--- src/rtl/io_controller_if.sv ---
// Processor/board-facing signals of io_controller, grouped into one bundle.
// The controller takes the slave modport; the processor/board side takes master.
interface io_controller_if;
    logic        op_in;
    logic        op_out;
    logic [5:0]  funct;
    logic [15:0] switches;
    logic        confirm_btn;
    logic [31:0] data;
    logic        halt;
    logic [31:0] in_data;
    logic        in_valid;
    logic [31:0] display;
    logic        waiting;

    modport master (
        output op_in, op_out, funct, switches, confirm_btn, data,
        input  halt, in_data, in_valid, display, waiting
    );

    modport slave (
        input  op_in, op_out, funct, switches, confirm_btn, data,
        output halt, in_data, in_valid, display, waiting
    );
endinterface

--- src/rtl/io_controller.sv ---
// Switch/button input and display output controller with a processor stall handshake.
// Define IO_DEBOUNCE_EN to debounce confirm_btn over DEBOUNCE_CYCLES stable cycles.
module io_controller #(
    parameter int unsigned DEBOUNCE_CYCLES = 1000
) (
    input  logic           clock,
    input  logic           reset,
    io_controller_if.slave bus
);
    typedef enum logic [1:0] {StIdle, StWaitPress, StWaitRelease, StDone} state_e;

    state_e      state_q;
    logic        sync1_q, sync2_q;
    logic        btn_db, btn_db_prev_q;
    logic [31:0] in_data_q, display_q;
    logic        in_valid_q, waiting_q;
    logic [31:0] sel_value;

    if (DEBOUNCE_CYCLES == 0) begin : g_bad_param
        $error("DEBOUNCE_CYCLES must be non-zero");
    end

    always_ff @(posedge clock or posedge reset) begin
        if (reset) begin
            sync1_q <= 1'b0;
            sync2_q <= 1'b0;
        end else begin
            sync1_q <= bus.confirm_btn;
            sync2_q <= sync1_q;
        end
    end

`ifdef IO_DEBOUNCE_EN
    localparam int unsigned CntW = $clog2(DEBOUNCE_CYCLES + 1);

    logic [CntW-1:0] db_cnt_q, db_cnt_d;
    logic            btn_db_q, btn_db_d;

    // Any cycle where the synchronized level agrees with btn_db restarts the count.
    always_comb begin
        db_cnt_d = '0;
        btn_db_d = btn_db_q;
        if (sync2_q != btn_db_q) begin
            if (db_cnt_q == CntW'(DEBOUNCE_CYCLES - 1)) begin
                btn_db_d = sync2_q;
            end else begin
                db_cnt_d = db_cnt_q + 1'b1;
            end
        end
    end

    always_ff @(posedge clock or posedge reset) begin
        if (reset) begin
            db_cnt_q <= '0;
            btn_db_q <= 1'b0;
        end else begin
            db_cnt_q <= db_cnt_d;
            btn_db_q <= btn_db_d;
        end
    end

    assign btn_db = btn_db_q;
`else
    assign btn_db = sync2_q;
`endif

    always_comb begin
        sel_value = '0;
        if (bus.funct < 6'd16) begin
            sel_value = {31'b0, bus.switches[bus.funct[3:0]]};
        end else if (bus.funct == 6'd22) begin
            sel_value = {24'b0, bus.switches[7:0]};
        end else if (bus.funct == 6'd23) begin
            sel_value = {16'b0, bus.switches};
        end
    end

    // btn_db_prev_q tracks continuously so a level already high on entry never looks like an edge.
    always_ff @(posedge clock or posedge reset) begin
        if (reset) begin
            state_q       <= StIdle;
            btn_db_prev_q <= 1'b0;
            in_data_q     <= '0;
            display_q     <= '0;
            in_valid_q    <= 1'b0;
            waiting_q     <= 1'b0;
        end else begin
            btn_db_prev_q <= btn_db;
            in_valid_q    <= 1'b0;
            unique case (state_q)
                StIdle: begin
                    if (bus.op_in) begin
                        state_q   <= StWaitPress;
                        waiting_q <= 1'b1;
                    end else if (bus.op_out) begin
                        display_q <= bus.data;
                    end
                end
                StWaitPress: begin
                    if (btn_db && !btn_db_prev_q) begin
                        in_data_q <= sel_value;
                        state_q   <= StWaitRelease;
                        waiting_q <= 1'b0;
                    end
                end
                StWaitRelease: begin
                    if (!btn_db) begin
                        state_q    <= StDone;
                        in_valid_q <= 1'b1;
                    end
                end
                StDone: begin
                    state_q <= StIdle;
                end
                default: begin
                    state_q   <= StIdle;
                    waiting_q <= 1'b0;
                end
            endcase
        end
    end

    assign bus.halt     = !reset && ((state_q == StIdle && bus.op_in) ||
                                     state_q == StWaitPress || state_q == StWaitRelease);
    assign bus.in_data  = in_data_q;
    assign bus.in_valid = in_valid_q;
    assign bus.display  = display_q;
    assign bus.waiting  = waiting_q;
endmodule

--- src/flat_wrapper.sv ---
// flat-port wrapper written by rule: the top's interface ports become plain ports
module io_controller_flat 
#(
    parameter int unsigned DEBOUNCE_CYCLES = 1000
)
  (clock, reset, bus_op_in, bus_op_out, bus_funct, bus_switches, bus_confirm_btn, bus_data, bus_halt, bus_in_data, bus_in_valid, bus_display, bus_waiting);
  io_controller_if bus_i ();
  input  logic clock;
  input  logic reset;
  input wire logic [$bits(bus_i.op_in)-1:0] bus_op_in;
  input wire logic [$bits(bus_i.op_out)-1:0] bus_op_out;
  input wire logic [$bits(bus_i.funct)-1:0] bus_funct;
  input wire logic [$bits(bus_i.switches)-1:0] bus_switches;
  input wire logic [$bits(bus_i.confirm_btn)-1:0] bus_confirm_btn;
  input wire logic [$bits(bus_i.data)-1:0] bus_data;
  output wire logic [$bits(bus_i.halt)-1:0] bus_halt;
  output wire logic [$bits(bus_i.in_data)-1:0] bus_in_data;
  output wire logic [$bits(bus_i.in_valid)-1:0] bus_in_valid;
  output wire logic [$bits(bus_i.display)-1:0] bus_display;
  output wire logic [$bits(bus_i.waiting)-1:0] bus_waiting;
  assign bus_i.op_in = bus_op_in;
  assign bus_i.op_out = bus_op_out;
  assign bus_i.funct = bus_funct;
  assign bus_i.switches = bus_switches;
  assign bus_i.confirm_btn = bus_confirm_btn;
  assign bus_i.data = bus_data;
  assign bus_halt = bus_i.halt;
  assign bus_in_data = bus_i.in_data;
  assign bus_in_valid = bus_i.in_valid;
  assign bus_display = bus_i.display;
  assign bus_waiting = bus_i.waiting;
  io_controller #(.DEBOUNCE_CYCLES(DEBOUNCE_CYCLES)) u_core (.clock(clock), .reset(reset), .bus(bus_i));
endmodule
--- config.mk ---
export PLATFORM = sky130hd
export DESIGN_NAME = io_controller_flat
export DESIGN_NICKNAME = d
export VERILOG_FILES = /design/src/rtl/io_controller_if.sv /design/src/rtl/io_controller.sv /design/src/flat_wrapper.sv
export SDC_FILE = /design/constraint.sdc
export NUM_CORES = 1
export LEC_CHECK = 0
export CAP_MARGIN = 40
export CORE_ASPECT_RATIO = 2
export CORE_UTILIZATION = 40
export CTS_CLUSTER_SIZE = 25
export DETAILED_ROUTE_END_ITERATION = 16
export PLACE_DENSITY = 0.82
export SKIP_CTS_REPAIR_TIMING = 1
export SLEW_MARGIN = 20
export SYNTH_ARGS = -nofsm -noshare
export SYNTH_HDL_FRONTEND = slang
export SYNTH_SLANG_ARGS = --single-unit
--- constraint.sdc ---
create_clock -name clock -period 4.21 [get_ports clock]
set_input_delay 0.842 -clock clock [delete_from_list [all_inputs] [get_ports clock]]
set_output_delay 0.842 -clock clock [all_outputs]
set_load 0.05 [all_outputs]
---- Word level (Yosys, flattened, before mapping) ----
Index checks and enable logic that the tools add are counted.
storage, ports and cells
  bits of input ports ..................... 59
  flip-flop bits (word level) ............. 71
  bits in read-only memories .............. 0
  RAM bits ................................ 0
  memories kept ........................... 0
  logic and storage cells ................. 46
  output and inout bits ................... 67
  bits in latches ......................... 0
cells by class
  reduce and logical (&&, ||, !) cells .... 13
  add/subtract/negate cells ............... 0
  multiplexer cells ....................... 14
  bitwise logic cells ..................... 1
  shift operators ......................... 0
  $lt $le $gt $ge ......................... 2
  eq/ne operators ......................... 8
  $mul .................................... 0
  div/mod/pow operators ................... 0
operators by type and width
  operator                                                                  number
  32-bit 2-to-1 mux                                                         2
  16-bit 2-to-1 mux                                                         1
  6-bit by 5-bit == test with 1-bit output (second input constant)          2
  3-bit AND reduction                                                       3
  2-bit case mux with 4 select lines                                        1
  6-bit by 5-bit < comparator with 1-bit output (second input constant)     1
  2-bit 2-to-1 mux                                                          3
  4-bit by 5-bit < comparator with 1-bit output (second input constant)     1
  1-bit 2-to-1 mux                                                          5
  1-bit binary-select mux with 4-bit select                                 1
  2-bit == test (second input constant)                                     2
  2-bit inequality test (second input constant)                             2
  1-bit logical AND                                                         3
  2-bit by 1-bit == test with 1-bit output (second input constant)          1
  1-bit zero test                                                           2
  2-bit zero test                                                           1
  1-bit logical OR                                                          2
  2-bit by 1-bit inequality test with 1-bit output (second input constant)  1
  1-bit case mux with 2 select lines                                        1
  2-bit AND reduction                                                       1
  2-bit nonzero test                                                        1
  1-bit inverter                                                            1

---- Longest topological paths before layout ----
  depth after elaboration ................. 5
  depth in mapped cells ................... 7
  mapped depth without buffers ............ 6

---- Worst setup path after synthesis ----
Ideal clock, no wire load.
  path type ............................... input to output
  start point ............................. input bus_op_in
  end point ............................... output bus_halt
  required time ........................... 3368 ps
  arrival time ............................ 1550 ps
  setup slack ............................. 1818 ps
  buffers on the path ..................... 0
  stages .................................. 2
  cell sequence ........................... a211oi_1 -> nor2_1
on the way
  word-level cells in the longest chain between the ends .. 4
RTL lines
  what                line                  text
  start: declaration  flat_wrapper.sv:10    input wire logic [$bits(bus_i.op_in)-1:0] bus_op_in;
  1-bit logical AND   io_controller.sv:123  assign bus.halt = !reset && ((state_q == StIdle && bus.op_in) ||
  1-bit logical OR    io_controller.sv:123
  1-bit logical OR    io_controller.sv:124  state_q == StWaitPress || state_q == StWaitRelease);
  1-bit logical AND   io_controller.sv:123
  end: declaration    flat_wrapper.sv:16    output wire logic [$bits(bus_i.halt)-1:0] bus_halt;
Every way passes these cells.

---- Worst setup path after layout ----
Ends and elaborated chain as after synthesis.

==> impl_metrics.py <==
metrics = {
    "floorplan": {
        "dieArea_sq_mm": 0.00626,
        "die_h_um": 111,
        "fp.dieW_um": 56.5,
        "ios": 126,
        "core_sq_mm": 0.00571,
        "num_rows": 39,
        "start_util_pct": 41.6,
    },
    "routing": {
        "drtIter0Drc": 49,
        "drt_wl_total_um": 5510,
        "viasPerCell": 5.18,
        "ant_nets": 0,
        "drt-wirelength-per-cell_um": 16.4,
        "drc": 0,
        "drtPass1Iterations": 4,
        "vias": 1742,
    },
    "sta": {
        "finalSetupViolations": 0,
        "setup_ws_ps": 1040,
        "period_needed_ps": 3170,
        "hold_violations": 0,
        "finalSetupTns_ps": 0,
        "skew_ps": 1.97,
        "final.period_utilization_pct": 75.2,
        "drv_slew": 0,
        "rsz0062_at_grt": "false",
        "max_freq_ghz": 0.316,
        "maxSlewHeadroom_pct": 54.8,
        "tightest_slew_ps": 676,
    },
    "clocking": {
        "clk_pin_slew_ps": 70,
        "clkSinkCount": 55,
        "worst_skew_pair.late_latency_ps": 290,
        "h-tree-depth": 2,
        "numCtsBuffers": 5,
        "cts-root-buf": "clkbuf_16",
        "cts_tree": "done",
        "clockBufferDepth": 2,
    },
    "global_routing": {
        "grt_pass1_vias": 1848,
        "grt_antenna_before_repair": 0,
        "grt.overflow.total": 0,
        "grt.total_usage_pct": 18.3,
        "grt_first_pass_wirelength_um": 8850,
        "grt_max_degree": 33,
    },
    "place": {
        "place_congestion": 0.771,
        "post-dp-hpwl_um": 4160,
        "port_buffers": 109,
        "pre_cts_ws_ps": 1040,
    },
    "pwr": {
        "swShare_pct": 42.7,
        "internal_power_uw": 1590,
        "peakVddDrop_mv": 0.555,
        "power_frac_comb_pct": 51.9,
        "p_sw_uw": 1190,
        "pwr-share-clk_pct": 18.8,
        "power_density_mw_per_mm2": 760,
        "pwr-share-seq_pct": 29.2,
        "p_leak_uw": 0.00161,
    },
    "finish": {
        "seq_area_sq_mm": 0.00138,
        "syn_to_final_growth_pct": 53.8,
        "fillers": 453,
        "antenna_cells": 0,
        "nets": 336,
        "multiInputGateArea_sq_um": 888,
        "drive_above_1_share_pct": 16.0,
    },
    "critical_path": {
        "cp.required_ps": 3370,
        "slowest_delay_ps": 800,
        "critPathMostFrequentCell": "clkdlybuf4s50_1",
        "cp.arrival_ps": 2330,
        "cp_max_fo": 3,
        "crit_path_start_kind": "input pin",
        "endpoint_kind": "output pin",
        "crit_type": "in -> out",
        "crit_slowest_cell": "clkdlybuf4s50_1",
        "crit_chain": "clkdlybuf4s50_1, a211oi_1, nor2_1, clkdlybuf4s50_1",
        "reg2reg_slack_ps": 2150,
    },
    "synth": {
        "yosysTopAreaCell": "dfrtp_1",
        "ys_seq_area_share_pct": 58.0,
        "syn_avg_cell_area_sq_um": 14.7,
        "netlist_area_sq_mm": 0.00237,
        "async_flop_share_pct": 100,
        "synth_cell_types": 26,
        "synth_top_flop_cell": "dfrtp_1",
        "synth_warnings": 0,
        "synthTopCellsByArea": "dfrtp_1 58%, mux2_2 15%, a22o_1 5.9%, buf_4 5.1%, mux4_1 4.4%",
        "ys_ff_latch": 55,
        "synth_top_area_share_pct": 58.0,
        "synth_edf_count": 0,
        "syn_inst": 162,
    },
    "flow_run": {
        "maxCapViolCount": 0,
    },
    "worst_hold_path": {
        "hold_class": "reg -> reg",
    },
    "status": {
        "status": "finished, final reports clean",
    },
}
[final timing paths]
| check | from | endpoint | cells past startpoint |
|---|---|---|---|
| max in group asynchronous | reset | u_core.bus.display[17] | 3 |
| hold / removal | u_core.sync1_q | u_core.btn_db | 0 |
| hold reg to reg | u_core.sync1_q | u_core.btn_db | 0 |
| setup / recovery | bus_op_in | bus_halt | 4 |
| min in group asynchronous | reset | u_core.bus.waiting | 2 |
| setup reg to reg | u_core.state_q[1] | u_core.bus.in_data[11] | 6 |
[power groups by stage]
stage | combinational, uW | sequential, uW | clock (uW)
2_1_floorplan | 351 | 1430 | 0
3_3_place_gp | 1430 | 809 | 0
3_5_place_dp | 1450 | 822 | 0
4_1_cts | 1450 | 814 | 538
5_1_grt | 1500 | 833 | 550
6_report | 1440 | 812 | 522
[area by class of cell]
type,instances,area share (%)
Clock buffer,6,3.53
Clock inverter,2,1.64
Inverter,4,0.411
Multi-Input combinational cell,97,24.3
Sequential cell,55,37.7
Tap cell,61,2.09
Timing Repair Buffer,111,30.3
[synthesized netlist by cell type (2+ instances only)]
master	count
dfrtp_1	55
a211oi_1	2
nand4b_1	2
nor2_1	5
inv_1	4
mux2_2	32
ha_1	3
mux2i_1	2
a221oi_1	2
nand2_1	2
buf_4	16
a21oi_1	2
buf_2	3
a22o_1	16
nor2b_1	2
mux4_1	4
[cells by family after synthesis]
logic type,after synthesis,share of synthesized area [%]
buffers and inverters,25,6.96
muxes,38,20.5
and+or+nand+nor,15,4.43
other,1,0.158
adders and majority gates,3,1.58
DFF,55,58.0
AOI/OAI and AO/OA,25,8.43
[registers in the layout, indices dropped and copies added, names as in the netlist]
| name | count |
|---|---|
| u_core.sync1_q | 1 |
| u_core.btn_db | 1 |
| u_core.btn_db_prev_q | 1 |
| u_core.state_q | 2 |
| u_core.bus.in_data | 16 |
| u_core.bus.display | 32 |
| u_core.bus.waiting | 1 |
| u_core.bus.in_valid | 1 |
[routing by layer]
| layer | track usage [%] | share of wire (%) | vias to the layer above |
|---|---|---|---|
| li1 | - | - | 784 |
| met3 | 5.95 | 7.2 | 9 |
| met2 | 33.5 | 57 | 81 |
| met5 | 0 | 0 | - |
| met4 | 7.32 | 2.2 | 0 |
| met1 | 18.3 | 34 | 868 |
[critical path: cells and delay by family]
family | cells | cell delay [ps]
AOI/OAI and AO/OA | 1 | 80
buffers and inverters | 2 | 1300
and+or+nand+nor | 1 | 100
[placed cells by master (no fill, tap or decap)]
cell type / count
ha_1: 3
nor2_1: 5
nand2b_1: 1
nand3b_4: 1
a211oi_1: 2
mux2_2: 32
bufinv_16: 2
inv_2: 1
mux2i_1: 2
o21ai_0: 1
buf_4: 2
o22ai_1: 1
dfrtp_1: 55
a21oi_1: 2
nand2_1: 2
nand4b_1: 2
nor3_4: 1
nor2b_1: 2
inv_1: 3
clkbuf_16: 5
a22o_1: 16
and2_1: 1
conb_1: 16
clkdlybuf4s50_1: 109
a221oi_1: 2
mux4_1: 4
a31oi_1: 1
clkbuf_1: 1
[stage by stage]
step	hold WS (ps)	instance area, sq um	total power [uW]	utilization (%)	instances
5_1_grt	361	3650	2880	63.9	336
4_1_cts	358	3650	2810	63.9	336
2_1_floorplan	331	2430	1780	-	177
3_3_place_gp	332	3460	2240	60.6	328
3_5_place_dp	341	3460	2270	60.6	328
6_report	355	3650	2780	63.9	336
(Power assumes the default switching activity.)
